File: src/rtl/cpu_bus_arbiter_if.sv
// cpu_bus_arbiter_if: requester ports A/B, system-bus master signals and watchdog flag of the arbiter.
interface cpu_bus_arbiter_if;
  logic        i_a_request;
  logic [31:0] i_a_address;
  logic        o_a_ready;
  logic [31:0] o_a_rdata;
  logic        i_b_rw;
  logic        i_b_request;
  logic [31:0] i_b_address;
  logic [31:0] i_b_wdata;
  logic [3:0]  i_b_wmask;
  logic        o_b_ready;
  logic [31:0] o_b_rdata;
  logic        o_bus_rw;
  logic        o_bus_request;
  logic [31:0] o_bus_address;
  logic [31:0] o_bus_wdata;
  logic [3:0]  o_bus_wmask;
  logic        i_bus_ready;
  logic [31:0] i_bus_rdata;
  logic        o_timeout;
  modport slave (
    input  i_a_request, i_a_address, i_b_rw, i_b_request, i_b_address, i_b_wdata, i_b_wmask,
    input  i_bus_ready, i_bus_rdata,
    output o_a_ready, o_a_rdata, o_b_ready, o_b_rdata,
    output o_bus_rw, o_bus_request, o_bus_address, o_bus_wdata, o_bus_wmask, o_timeout
  );
  modport master (
    output i_a_request, i_a_address, i_b_rw, i_b_request, i_b_address, i_b_wdata, i_b_wmask,
    output i_bus_ready, i_bus_rdata,
    input  o_a_ready, o_a_rdata, o_b_ready, o_b_rdata,
    input  o_bus_rw, o_bus_request, o_bus_address, o_bus_wdata, o_bus_wmask, o_timeout
  );
endinterface

File: src/rtl/cpu_bus_arbiter.sv
// cpu_bus_arbiter: shares one bus master port between fetch (A) and data (B), B-priority with starvation bound and watchdog.
module cpu_bus_arbiter #(
  parameter int unsigned STARVE_LIMIT = 4,
  parameter int unsigned TIMEOUT      = 1023
) (
  input logic              i_clock,
  input logic              i_reset,
  cpu_bus_arbiter_if.slave bus
);
  typedef enum logic [1:0] {IDLE, GRANT_A, GRANT_B} state_t;
  localparam logic [7:0]  LIMIT = 8'(STARVE_LIMIT);
  localparam logic [15:0] TMO   = 16'(TIMEOUT);
  state_t      state_q, state_d;
  logic [7:0]  starve_q, starve_d;
  logic [15:0] wdog_q, wdog_d;
  logic        timeout_q, timeout_d;
  logic        grant_a, grant_b, take_b, x_req;
  assign grant_a = state_q == GRANT_A;
  assign grant_b = state_q == GRANT_B;
  assign bus.o_bus_request = (grant_a & bus.i_a_request) | (grant_b & bus.i_b_request);
  assign bus.o_bus_rw      = grant_b & bus.i_b_rw;
  assign bus.o_bus_address = grant_a ? bus.i_a_address : grant_b ? bus.i_b_address : 32'd0;
  assign bus.o_bus_wdata   = grant_b ? bus.i_b_wdata : 32'd0;
  assign bus.o_bus_wmask   = grant_b ? bus.i_b_wmask : 4'd0;
  assign bus.o_a_ready     = grant_a & bus.i_bus_ready & bus.i_a_request;
  assign bus.o_b_ready     = grant_b & bus.i_bus_ready & bus.i_b_request;
  assign bus.o_a_rdata     = bus.i_bus_rdata;
  assign bus.o_b_rdata     = bus.i_bus_rdata;
  assign bus.o_timeout     = timeout_q;
  // B only counts up while A waits, and B is refused at the limit, so the count never passes LIMIT
  always_comb begin
    take_b    = bus.i_b_request & ~(bus.i_a_request & (starve_q == LIMIT));
    x_req     = grant_a ? bus.i_a_request : bus.i_b_request;
    state_d   = state_q;
    starve_d  = starve_q;
    if (state_q == IDLE) begin
      state_d  = take_b ? GRANT_B : bus.i_a_request ? GRANT_A : IDLE;
      starve_d = take_b ? starve_q + {7'd0, bus.i_a_request} : bus.i_a_request ? 8'd0 : starve_q;
    end else if (bus.i_bus_ready | ~x_req) begin
      state_d = IDLE;
    end
    wdog_d    = (state_q == IDLE || bus.i_bus_ready) ? 16'd0 : wdog_q + {15'd0, wdog_q != 16'hFFFF};
    timeout_d = timeout_q | (wdog_d == TMO);
  end
  always_ff @(posedge i_clock or negedge i_reset) begin
    if (!i_reset) begin
      state_q   <= IDLE;
      starve_q  <= 8'd0;
      wdog_q    <= 16'd0;
      timeout_q <= 1'b0;
    end else begin
      state_q   <= state_d;
      starve_q  <= starve_d;
      wdog_q    <= wdog_d;
      timeout_q <= timeout_d;
    end
  end
endmodule

File: src/flat_wrapper.sv
// flat-port wrapper written by rule: the top's interface ports become plain ports
module cpu_bus_arbiter_flat 
#(
  parameter int unsigned STARVE_LIMIT = 4,
  parameter int unsigned TIMEOUT      = 1023
)
  (i_clock, i_reset, bus_i_a_request, bus_i_a_address, bus_i_b_rw, bus_i_b_request, bus_i_b_address, bus_i_b_wdata, bus_i_b_wmask, bus_i_bus_ready, bus_i_bus_rdata, bus_o_a_ready, bus_o_a_rdata, bus_o_b_ready, bus_o_b_rdata, bus_o_bus_rw, bus_o_bus_request, bus_o_bus_address, bus_o_bus_wdata, bus_o_bus_wmask, bus_o_timeout);
  cpu_bus_arbiter_if bus_i ();
  input logic i_clock;
  input logic i_reset;
  input wire logic [$bits(bus_i.i_a_request)-1:0] bus_i_a_request;
  input wire logic [$bits(bus_i.i_a_address)-1:0] bus_i_a_address;
  input wire logic [$bits(bus_i.i_b_rw)-1:0] bus_i_b_rw;
  input wire logic [$bits(bus_i.i_b_request)-1:0] bus_i_b_request;
  input wire logic [$bits(bus_i.i_b_address)-1:0] bus_i_b_address;
  input wire logic [$bits(bus_i.i_b_wdata)-1:0] bus_i_b_wdata;
  input wire logic [$bits(bus_i.i_b_wmask)-1:0] bus_i_b_wmask;
  input wire logic [$bits(bus_i.i_bus_ready)-1:0] bus_i_bus_ready;
  input wire logic [$bits(bus_i.i_bus_rdata)-1:0] bus_i_bus_rdata;
  output wire logic [$bits(bus_i.o_a_ready)-1:0] bus_o_a_ready;
  output wire logic [$bits(bus_i.o_a_rdata)-1:0] bus_o_a_rdata;
  output wire logic [$bits(bus_i.o_b_ready)-1:0] bus_o_b_ready;
  output wire logic [$bits(bus_i.o_b_rdata)-1:0] bus_o_b_rdata;
  output wire logic [$bits(bus_i.o_bus_rw)-1:0] bus_o_bus_rw;
  output wire logic [$bits(bus_i.o_bus_request)-1:0] bus_o_bus_request;
  output wire logic [$bits(bus_i.o_bus_address)-1:0] bus_o_bus_address;
  output wire logic [$bits(bus_i.o_bus_wdata)-1:0] bus_o_bus_wdata;
  output wire logic [$bits(bus_i.o_bus_wmask)-1:0] bus_o_bus_wmask;
  output wire logic [$bits(bus_i.o_timeout)-1:0] bus_o_timeout;
  assign bus_i.i_a_request = bus_i_a_request;
  assign bus_i.i_a_address = bus_i_a_address;
  assign bus_i.i_b_rw = bus_i_b_rw;
  assign bus_i.i_b_request = bus_i_b_request;
  assign bus_i.i_b_address = bus_i_b_address;
  assign bus_i.i_b_wdata = bus_i_b_wdata;
  assign bus_i.i_b_wmask = bus_i_b_wmask;
  assign bus_i.i_bus_ready = bus_i_bus_ready;
  assign bus_i.i_bus_rdata = bus_i_bus_rdata;
  assign bus_o_a_ready = bus_i.o_a_ready;
  assign bus_o_a_rdata = bus_i.o_a_rdata;
  assign bus_o_b_ready = bus_i.o_b_ready;
  assign bus_o_b_rdata = bus_i.o_b_rdata;
  assign bus_o_bus_rw = bus_i.o_bus_rw;
  assign bus_o_bus_request = bus_i.o_bus_request;
  assign bus_o_bus_address = bus_i.o_bus_address;
  assign bus_o_bus_wdata = bus_i.o_bus_wdata;
  assign bus_o_bus_wmask = bus_i.o_bus_wmask;
  assign bus_o_timeout = bus_i.o_timeout;
  cpu_bus_arbiter #(.STARVE_LIMIT(STARVE_LIMIT), .TIMEOUT(TIMEOUT)) u_core (.i_clock(i_clock), .i_reset(i_reset), .bus(bus_i));
endmodule
File: config.mk
export PLATFORM = sky130hd
export DESIGN_NAME = cpu_bus_arbiter_flat
export DESIGN_NICKNAME = d
export VERILOG_FILES = /design/src/rtl/cpu_bus_arbiter_if.sv /design/src/rtl/cpu_bus_arbiter.sv /design/src/flat_wrapper.sv
export SDC_FILE = /design/constraint.sdc
export NUM_CORES = 1
export LEC_CHECK = 0
export BUFFER_PORTS_ARGS = -buffer_cell sky130_fd_sc_hd__buf_2
export CORE_AREA = 2 2 108 110
export DETAILED_ROUTE_END_ITERATION = 12
export DIE_AREA = 0 0 110 112
export GPL_TIMING_DRIVEN = 1
export HOLD_SLACK_MARGIN = 0.08
export REMOVE_ABC_BUFFERS = 1
export SYNTH_ARGS = -nofsm -noshare
export SYNTH_HDL_FRONTEND = slang
export SYNTH_SLANG_ARGS = --single-unit
File: constraint.sdc
create_clock -name i_clock -period 4.9 [get_ports i_clock]
set_clock_uncertainty 0.15 [all_clocks]
set_input_delay 0.735 -clock i_clock [delete_from_list [all_inputs] [get_ports i_clock]]
set_output_delay 0.735 -clock i_clock [all_outputs]
set_load 0.01 [all_outputs]
# --- After elaboration in Yosys (flattened, before gate mapping) ---
# Index checks and enable logic that the tools add are counted.
classes:
  div: 0
  multipliers: 0
  n_addsub: 2
  shift: 0
  n_reduce_logical: 5
  bitwise_logic: 14
  order_cmp: 0
  n_mux: 12
  eq_ne: 5
op_table:
  columns: ["op", "n"]
  rows:
  - ["32-bit two-way mux", 3]
  - ["16-bit by 1-bit adder with 16-bit output", 1]
  - ["16-bit by 10-bit == test with 1-bit output, second input constant", 1]
  - ["16-bit two-way mux", 1]
  - ["8-bit two-way mux", 2]
  - ["16-bit inequality test, second input constant", 1]
  - ["1-bit AND", 9]
  - ["8-bit by 1-bit adder with 8-bit output", 1]
  - ["8-bit by 3-bit == test with 1-bit output, second input constant", 1]
  - ["2-bit two-way mux", 3]
  - ["4-bit two-way mux", 1]
  - ["2-bit nonzero test", 2]
  - ["1-bit OR", 3]
  - ["2-bit by 1-bit == test with 1-bit output, second input constant", 1]
  - ["2-bit == test, second input constant", 1]
  - ["2-bit logical NOT", 1]
  - ["1-bit two-way mux", 2]
  - ["1-bit inverter", 2]
  - ["2-bit AND reduction", 1]
  - ["1-bit logical OR", 1]
word_totals:
  romBits: 0
  in_bits: 138
  mem_bits_rw: 0
  mem_count: 0
  regBits: 27
  latchBits: 0
  out_inout_bits: 137

# --- Logic depth before layout (Yosys ltp) ---
# Gate-level depths: netlist of run 1.
depth:
  word_depth: 6
  depth_mapped: 10

# --- Least setup slack after synthesis of run 1 ---
# OpenSTA, ideal clock, no wires.
synth_path:
  kind: "reg-to-output"
  startpoint: "register u_core.state_q[0]"
  endpoint: "output bus_o_bus_address[10]"
  slack_ps: 2632
  stages_incl_launch_ff: 6
  arrival_time_ps: 1383
  cell_sequence: "dfrtp_1 > clkbuf_1 > nor2b_1 > clkbuf_1 > clkbuf_1 > a22o_1"
synth_between:
  elab_chain_len: 3
synth_rtl:
  columns: ["item", "line_no", "source"]
  rows:
  - ["start, declared", "cpu_bus_arbiter.sv:13", "state_t state_q, state_d;"]
  - ["start signal, assigned", "cpu_bus_arbiter.sv:52", "state_q <= state_d;"]
  - ["2-bit == test", "cpu_bus_arbiter.sv:19", "assign grant_b = state_q == GRANT_B;"]
  - ["32-bit two-way mux", "cpu_bus_arbiter.sv:22", "assign bus.o_bus_address = grant_a ? bus.i_a_address : grant_b ? bus.i_b_address : 32'd0;"]
  - ["32-bit two-way mux *", "cpu_bus_arbiter.sv:22", null]
  - ["end, declared", "flat_wrapper.sv:26", "output wire logic [$bits(bus_i.o_bus_address)-1:0] bus_o_bus_address;"]
# Every way passes the cells marked *; elsewhere a longest branch is shown, timed or not.

# --- Worst setup path after layout of run 1 ---
layout_path:
  startpoint: "register u_core.state_q[0]"
  endpoint: "output bus_o_bus_address[16]"
# The elaborated chain is that of the path after synthesis.

==> impl_metrics.csv, run 1 <==
group,metric,value,unit
cts,cts_resized,0,
detailed_routing,drt-initial-drc-count,229,
synthesis,yosys-top-cells-count,"64 x buf_4, 38 x and2_1, 35 x a22o_1",
critical_path,timing.rr.start,"u_core.wdog_q[7]",
synthesis,synth-seq-cells,27,
cts,numCtsBuffers,3,
detailed_routing,avgRoutedWirePerCell,26.7,um
cts,path_clk_slew,0.07,ns
critical_path,critPathLaunch,"u_core.state_q[0]",
detailed_routing,drc,0,
floorplanning,ios,275,
place,portBuffers,178,
floorplanning,rows,39,
sta,hold_ws,0.326,ns
sta,setup_viol,0,
final_layout,area_growth,24.9,%
global_routing,grt_pass1_wl,19100,um
global_routing,track_usage,22.6,%
power_and_ir_drop,p_per_area,291,mW/mm^2
sta,final.setup.tns,0,ns
sta,worstMarginPinSlew,0.678,ns
sta,period_minus_slack,3.09,ns
sta,period_share,63.1,%
synthesis,synth_largest_area_cell,"dfrtp_1",
sta,drv_slew,0,
cts,postCtsHoldBufs,0,
cts,insertion_delay,0.26,ns
place,place_congestion,0.894,
floorplanning,chipWidth,110,um
power_and_ir_drop,p_sw_share,41.9,%
power_and_ir_drop,combinationalPowerShare,52.2,%
power_and_ir_drop,internal_power,543,uW
cts,root_buffer,"clkbuf_16",
cts,clock_path_buffers,2,
power_and_ir_drop,power.leakage,0.00172,uW
critical_path,required,4.01,ns
floorplanning,dieArea,0.0123,sq mm
power_and_ir_drop,switching_power,392,uW
global_routing,antenna_found_initial,2,
cts,cts_tree,"done",
floorplanning,die_height,112,um
final_layout,final_nets,550,
critical_path,cp.arrival,2.21,ns
run_status,status,"completed",
cts,h-tree-depth,1,
power_and_ir_drop,pwr-share-seq,27.6,%
detailed_routing,antenna_left,0,
synthesis,synth_cell_types,44,
detailed_routing,vias,2795,
detailed_routing,drt_wl_total,14700,um
floorplanning,coreArea,0.0112,sq mm
synthesis,ys_warn_count,0,
synthesis,seq_area_frac_synth,26.2,%
synthesis,post_synth.cell_area_avg,8.55,sq um
sta,slew_headroom,54.3,%
final_layout,drive_gt1_share,48.9,%
place,hpwlAfterDp,12200,um
synthesis,synthTopCellsByArea,"dfrtp_1 26%, buf_4 19%, a22o_1 12%, and2_1 9.2%, nor2_1 2.8%",
synthesis,synth_edf_count,0,
power_and_ir_drop,clock_power_share,20.2,%
global_routing,first_global_vias,2610,
detailed_routing,via_per_inst,5.07,
min_path,min_path_type,"in2async",
sta,final_hold_viol_count,0,
flow_run,maxCapViolCount,0,
synthesis,ys_async_sr_fraction,100,%
detailed_routing,drt-pass1-iter-count,4,
global_routing,overflow,0,
synthesis,synth_top_area_share,26.2,%
power_and_ir_drop,max-vdd-ir-drop,0.125,mV
power_and_ir_drop,p_total,935,uW
cts,post_cts_buffers,0,
floorplanning,initial_core_util,23.0,%
synthesis,ys.flop_type,"dfrtp_1",
synthesis,synth.most_common_cell,"buf_4",
critical_path,end_kind,"output pin",
sta,fmax,0.323,GHz
cts,cts_sinks,27,
synthesis,synth_cells,301,
final_layout,design_area,0.00322,sq mm
critical_path,cp_max_fo,22,
global_routing,grt_max_degree,47,
critical_path,start_kind,"flip-flop",
place,dpl-instance-area,0.00314,sq mm
synthesis,synthesis.area,0.00257,sq mm
critical_path,critPathKind,"reg2out",
sta,rsz0062_at_grt,"no",
[path summary, 6_finish.rpt]
kind / endpoint / slack (ns) / cells after the start
max in group asynchronous: u_core.starve_q[2] / 3.86 / 1
min: u_core.wdog_q[4] / 0.33 / 1
max: bus_o_bus_address[16] / 1.81 / 4
max reg2reg: u_core.bus.o_timeout / 2.36 / 9
min in group i_clock: u_core.bus.o_timeout / 0.33 / 1
min reg2reg: u_core.bus.o_timeout / 0.33 / 1
[worst max-delay path, stage by stage (launching register included)]
cell     delay [ns]
dfrtp_1        0.52
nor2b_2        0.56
buf_4          0.41
a22o_1         0.28
buf_2          0.17
[metrics by stage]
stage	util (%)	cells	setup slack, ns
after global placement	28.1	546	2.22
after global routing	28.8	550	1.70
after detailed placement	28.1	546	2.14
final	28.8	551	1.81
after floorplan	-	223	1.35
after CTS	28.8	550	1.84
[cell usage in the layout (no fill, tap or decap), types with 2 or more instances in the layout]
master	count
mux2i_1	3
nor3_1	2
nand3_1	10
nor2_1	18
and3_1	6
clkbuf_16	3
o21ai_0	11
ha_1	4
a21oi_1	3
xor2_1	5
nand4_1	2
dfrtp_1	27
buf_2	178
nand2b_1	5
xnor2_1	4
buf_4	2
nor4_1	5
o31ai_1	2
and2_1	38
nand2_1	17
nand4_4	2
a22o_1	35
[routing by layer]
layer  GRT usage, %  up-vias  part of all wire, %
li1               -     1207                    -
met1           39.2     1325                   51
met4           2.11        2                 0.40
met2           23.3      252                   31
met5           5.46        -                 0.34
met3           11.1        9                   17
[final cells by class]
class	count	area [sq um]
repair buffers	180	906
well taps	143	179
diodes	1	2.50
fillers	1244	7960
multi-input cells	195	1370
inverters	1	3.75
flip-flops and latches	27	676
clock buffers	4	78.8
[state kept, by name, indices dropped and copies added (netlist names)]
name,count
u_core.wdog_q,16
u_core.bus.o_timeout,1
u_core.starve_q,8
u_core.state_q,2
[logic make-up after synthesis]
group	Yosys count	share of synthesized area (%)
fa+ha+maj	4	1.94
buf+inv	79	20.9
mux	3	1.17
flops	27	26.2
simple gates	119	27.8
compound gates	60	18.9
xor+xnor	9	3.06
[power by group through the flow]
stage               registers [uW]  logic [uW]  clock network, uW
global placement               260         481                  0
detailed placement             261         483                  0
global route                   261         520                204
floorplan                      256         236                  0
CTS                            257         489                191
finish                         258         488                188
Power figures use the tool's default switching activity.
==> run 2, diff against run 1 <==
==> constraint.sdc (replaced) <==
create_clock -name i_clock -period 3.1 [get_ports i_clock]
set_clock_uncertainty 0.15 [all_clocks]
set_input_delay 0.465 -clock i_clock [delete_from_list [all_inputs] [get_ports i_clock]]
set_output_delay 0.465 -clock i_clock [all_outputs]
set_load 0.01 [all_outputs]
==> impl_metrics.csv, run 2 (same netlist as run 1, synthesis figures left out) <==
group,metric,value,unit
run_status,status,"completed",
critical_path,cp_max_fo,7,
cts,clock_path_buffers,2,
final_layout,biggestRegsByFlops,"u_core.wdog_q (16), u_core.starve_q (8), u_core.state_q (2)",
global_routing,track_usage,20.8,%
sta,period_share,81.9,%
critical_path,cp.arrival,2.59,ns
final_layout,final_util,28.9,%
floorplanning,rows,39,
floorplanning,chipWidth,110,um
final_layout,final_nets,550,
place,place_inst,546,
critical_path,end_kind,"flip-flop",
final_layout,final_common_cell,"buf_2",
sta,final_hold_viol_count,0,
cts,root_buffer,"clkbuf_16",
place,place_congestion,0.962,
cts,cts_resized,0,
floorplanning,dieArea,0.0123,sq mm
detailed_routing,vias,2687,
cts,numCtsBuffers,3,
floorplanning,coreArea,0.0112,sq mm
place,portBuffers,178,
final_layout,drive_gt1_share,48.9,%
global_routing,gr-usage-met3,18.8,%
sta,worstMarginPinSlew,0.591,ns
global_routing,grt_max_degree,64,
global_routing,antenna_found_initial,0,
cts,postCtsHoldBufs,0,
place,hpwlAfterDp,11400,um
detailed_routing,drt_wl_total,13700,um
power_and_ir_drop,p_per_area,463,mW/mm^2
critical_path,cp_cell_sequence,"nand4_4, nor4_1, nand3_1, ha_1, or2b_1, o21ai_0, a32oi_1, nor4_1, a31o_1",
cts,h-tree-depth,1,
detailed_routing,drt-initial-drc-count,265,
detailed_routing,via_per_inst,4.89,
detailed_routing,avgRoutedWirePerCell,24.9,um
detailed_routing,drc,0,
critical_path,max_stage_delay,0.43,ns
sta,drv_slew,0,
cts,path_clk_slew,0.07,ns
floorplanning,initial_core_util,23.0,%
critical_path,path_buf_inv,0,
critical_path,crit_family,"simple AND/OR/NAND/NOR gates",
cts,insertion_delay,0.26,ns
final_layout,instances_no_fill,550,
global_routing,grt-busiest-layer,"met1",
global_routing,grtUsageMet2,22.5,%
final_layout,largest_reg_flops,16,
sta,fmax,0.394,GHz
global_routing,first_global_vias,2597,
final_layout,regMostFlops,"u_core.wdog_q",
critical_path,path_common_cell,"nor4_1",
floorplanning,ios,275,
global_routing,grt_pass1_wl,17700,um
detailed_routing,antenna_left,0,
min_path,min_path_type,"in2async",
critical_path,crit_slowest_cell,"dfrtp_1",
global_routing,overflow,0,
power_and_ir_drop,power.leakage,0.00172,uW
detailed_routing,drt-pass1-iter-count,4,
floorplanning,die_height,112,um
final_layout,diodes,0,
final_layout,multi_input_area,0.00137,sq mm
critical_path,start_kind,"flip-flop",
critical_path,required,3.15,ns
final_layout,layout_common_cells,"178 x buf_2, 38 x and2_1, 35 x a22o_1, 27 x dfrtp_1, 18 x nor2_1",
sta,hold_ws,0.0567,ns
cts,cts_sinks,27,
sta,period_minus_slack,2.54,ns
final_layout,area_growth,25.3,%
cts,post_cts_buffers,0,
sta,slew_headroom,60.2,%
sta,setup_viol,0,
critical_path,critPathKind,"reg2reg",
final_layout,final.fill_count,1231,
flow_run,maxCapViolCount,0,
final_layout,seq_area,676,sq um
global_routing,grtUsageMet1,30.2,%
sta,rsz0062_at_grt,"no",
cts,cts_tree,"done",
power_and_ir_drop,max-vdd-ir-drop,0.222,mV
run 2: cell types whose count changed in the layout (fill, tap and decap cells not counted):
cell and delta:
diode_2 -1, buf_4 -1, buf_12 +1
run 2: path summary, 6_finish.rpt:
kind | start | end | slack (ns) | cells after the start
hold / removal | i_reset | u_core.bus.o_timeout | 0.06 | 1
setup reg to reg | u_core.wdog_q[7] | u_core.bus.o_timeout | 0.56 | 9
setup / recovery | u_core.wdog_q[7] | u_core.bus.o_timeout | 0.56 | 9
hold reg to reg | u_core.starve_q[5] | u_core.starve_q[5] | 0.34 | 1
max in group asynchronous | i_reset | u_core.wdog_q[13] | 2.35 | 1
min in group i_clock | bus_i_bus_ready | u_core.state_q[0] | 0.30 | 2
run 2: per-layer routing:
metal | part of all wire (%) | up-vias
li1 | - | 1204
met1 | 44 | 1250
met2 | 32 | 229
met3 | 24 | 4
met4 | 0.33 | 0
met5 | 0 | -
run 2: per-stage QoR:
stage | TNS, ns | total power (uW) | area, sq um | worst slack, ns
floorplan | -10.96 | 778 | 2040 | -0.183
global placement | 0 | 1200 | 3150 | 0.650
detailed placement | 0 | 1200 | 3150 | 0.580
CTS | 0 | 1500 | 3230 | 0.565
global route | 0 | 1590 | 3230 | 0.353
finish | 0 | 1490 | 3230 | 0.560
run 2: final cells by class:
type	instances	share of cell area, %
tap	143	5.54
timing repair buffer	180	28.5
multi-input combinational	195	42.5
clock buffer	4	2.44
sequential	27	20.9
inverter	1	0.116
run 2: where the power goes:
part	switching, uW	internal, uW	leakage (uW)
clock	117	176	0.0000382
sequential	34.1	375	0.000372
combinational	478	314	0.00131
==> run 3, diff against run 2 <==
--- a/config.mk
+++ b/config.mk
@@ -6,9 +6,9 @@
 export NUM_CORES = 1
 export LEC_CHECK = 0
 export BUFFER_PORTS_ARGS = -buffer_cell sky130_fd_sc_hd__buf_2
-export CORE_AREA = 2 2 108 110
+export CORE_AREA = 2 2 107 109
 export DETAILED_ROUTE_END_ITERATION = 12
-export DIE_AREA = 0 0 110 112
+export DIE_AREA = 0 0 109 111
 export GPL_TIMING_DRIVEN = 1
 export HOLD_SLACK_MARGIN = 0.08
 export REMOVE_ABC_BUFFERS = 1
==> constraint.sdc (replaced) <==
create_clock -name i_clock -period 2.1 [get_ports i_clock]
set_clock_uncertainty 0.15 [all_clocks]
set_input_delay 0.315 -clock i_clock [delete_from_list [all_inputs] [get_ports i_clock]]
set_output_delay 0.315 -clock i_clock [all_outputs]
set_load 0.01 [all_outputs]
==> impl_metrics.csv, run 3 (same netlist as run 1, synthesis figures left out) <==
group,metric,value,unit
sta,fmax,0.444,GHz
sta,rsz0062_at_grt,"yes",
final_layout,final_nets,586,
final_layout,regMostFlops,"u_core.wdog_q",
sta,drv_slew,0,
detailed_routing,vias,2882,
min_path,hp-start,"bus_i_bus_ready",
sta,period_share,107,%
critical_path,cp_cell_sequence,"nand4_1, nor4_4, nand3_2, ha_4, nand4_4, nor2_4, xnor2_2, nor4_2, a31o_1",
final_layout,final_common_cell,"buf_2",
global_routing,antenna_found_initial,1,
place,portBuffers,178,
critical_path,cp.depth,9,
sta,setup_viol,2,
final_layout,drive_gt1_share,57.6,%
final_layout,area_growth,43.6,%
cts,h-tree-depth,1,
global_routing,overflow,0,
critical_path,cp.arrival,2.31,ns
run_status,status,"finished with violations",
detailed_routing,drt-initial-drc-count,207,
power_and_ir_drop,p_sw_share,42.4,%
global_routing,grtUsageMet2,28.4,%
detailed_routing,antenna_left,0,
sta,slew_headroom,54.2,%
global_routing,grt-busiest-layer,"met1",
critical_path,end_kind,"flip-flop",
sta,final_hold_viol_count,0,
floorplanning,initial_core_util,23.2,%
detailed_routing,drc,0,
global_routing,gr-usage-met3,22.4,%
cts,clock_path_buffers,2,
cts,cts_tree,"done",
global_routing,grt_pass1_wl,20000,um
power_and_ir_drop,power.leakage,0.00196,uW
critical_path,timing.rr.end,"u_core.bus.o_timeout",
power_and_ir_drop,p_per_area,644,mW/mm^2
sta,worstMarginPinSlew,0.680,ns
critical_path,rrSetupSlack,-0.15,ns
critical_path,crit_family,"simple AND/OR/NAND/NOR gates",
place,place_congestion,0.925,
final_layout,final_util,33.4,%
cts,insertion_delay,0.26,ns
power_and_ir_drop,pwr-share-seq,25.0,%
critical_path,max_stage_delay,0.35,ns
flow_run,maxCapViolCount,0,
cts,cts_sinks,27,
sta,setup_slack,-0.154,ns
place,hpwlAfterDp,12800,um
critical_path,required,2.15,ns
min_path,min_to,"u_core.state_q[0]",
floorplanning,chipWidth,109,um
detailed_routing,drt_wl_total,15300,um
final_layout,largest_reg_flops,16,
floorplanning,rows,39,
detailed_routing,avgRoutedWirePerCell,26.1,um
global_routing,track_usage,24.2,%
power_and_ir_drop,max-vdd-ir-drop,0.368,mV
power_and_ir_drop,clock_power_share,18.7,%
detailed_routing,via_per_inst,4.91,
run_status,violations,"setup timing",
floorplanning,dieArea,0.0121,sq mm
final_layout,biggestRegsByFlops,"u_core.wdog_q (16), u_core.starve_q (8), u_core.state_q (2)",
critical_path,start_kind,"flip-flop",
critical_path,ff2ff_path_depth,9,
global_routing,grt_max_degree,40,
global_routing,grtUsageMet1,32.8,%
floorplanning,coreArea,0.0111,sq mm
critical_path,timing.rr.start,"u_core.wdog_q[12]",
floorplanning,ios,275,
critical_path,path_buf_inv,0,
power_and_ir_drop,combinationalPowerShare,56.3,%
floorplanning,die_height,111,um
sta,period_minus_slack,2.25,ns
cts,root_buffer,"clkbuf_16",
critical_path,critPathKind,"reg2reg",
min_path,min_path_type,"in2reg",
final_layout,layout_common_cells,"176 x buf_2, 36 x and2_1, 33 x a22o_1, 33 x buf_4, 26 x dfrtp_1",
detailed_routing,drt-pass1-iter-count,5,
sta,final.setup.tns,-0.163,ns
critical_path,cp_max_fo,5,
power_and_ir_drop,switching_power,1010,uW
cts,numCtsBuffers,3,
global_routing,first_global_vias,2836,
cts,path_clk_slew,0.07,ns
min_path,hold_depth,2,
power_and_ir_drop,internal_power,1370,uW
critical_path,crit_slowest_cell,"dfrtp_1",
run 3: cell types whose count changed in the layout (fill, tap and decap cells not counted), sizes merged:
cell         before  now
buf             180  214
clkbuf            4    5
diode             0    1
dlygate4sd3       0    1
run 3: worst max-delay path by stage:
stage | from | end | slack (ns)
after floorplan | u_core.state_q[1] | bus_o_bus_address[0] | -1.03
after global routing | u_core.wdog_q[12] | u_core.bus.o_timeout | -0.29
final | u_core.wdog_q[12] | u_core.bus.o_timeout | -0.15
after CTS | u_core.wdog_q[10] | u_core.bus.o_timeout | -0.13
after global placement | u_core.wdog_q[7] | u_core.bus.o_timeout | -0.13
after detailed placement | u_core.wdog_q[14] | u_core.bus.o_timeout | -0.16
run 3: what timing repair did:
action                                  4_1_cts  5_1_grt
hold buffers                                  1        0
endpoints found under the hold margin        27        0
gates resized for setup                      14       24
buffers inserted                              3        4
pin swaps                                    14       14
endpoints found under the setup margin        8       21
gates cloned                                  0        1
run 3: area by class of cell:
| cell class | instances | area [sq um] |
|---|---|---|
| Fill cell | 1159 | 7380 |
| Multi-Input combinational cell | 195 | 1520 |
| Timing Repair Buffer | 216 | 1240 |
| Sequential cell | 27 | 677 |
| Tap cell | 143 | 179 |
| Clock buffer | 4 | 78.8 |
| Inverter | 1 | 3.75 |
| Antenna cell | 1 | 2.50 |
run 3: stage by stage:
step / total power (uW) / hold WS, ns / worst slack [ns] / cells / area, sq um
3_5_place_dp: 1850 / 0.228 / -0.163 / 576 / 3390
6_report: 2380 / 0.133 / -0.154 / 587 / 3700
4_1_cts: 2310 / 0.133 / -0.134 / 584 / 3560
3_3_place_gp: 1850 / 0.218 / -0.127 / 576 / 3390
5_1_grt: 2510 / 0.141 / -0.292 / 586 / 3690
2_1_floorplan: 1150 / -0.131 / -1.03 / 223 / 2040
run 3: power groups by stage:
stage,Sequential (uW),Combinational [uW],Clock [uW]
finish,596,1340,445
global placement,596,1250,0
floorplan,598,551,0
detailed placement,599,1250,0
CTS,592,1280,441
global route,600,1440,468
run 3: per-layer routing:
metal,vias to the layer above,share of wire (%),routed length [um]
met4,0,0.35,54
met1,1340,42,6470
met2,256,34,5190
met3,5,23,3590
met5,-,0,0
li1,1281,-,-
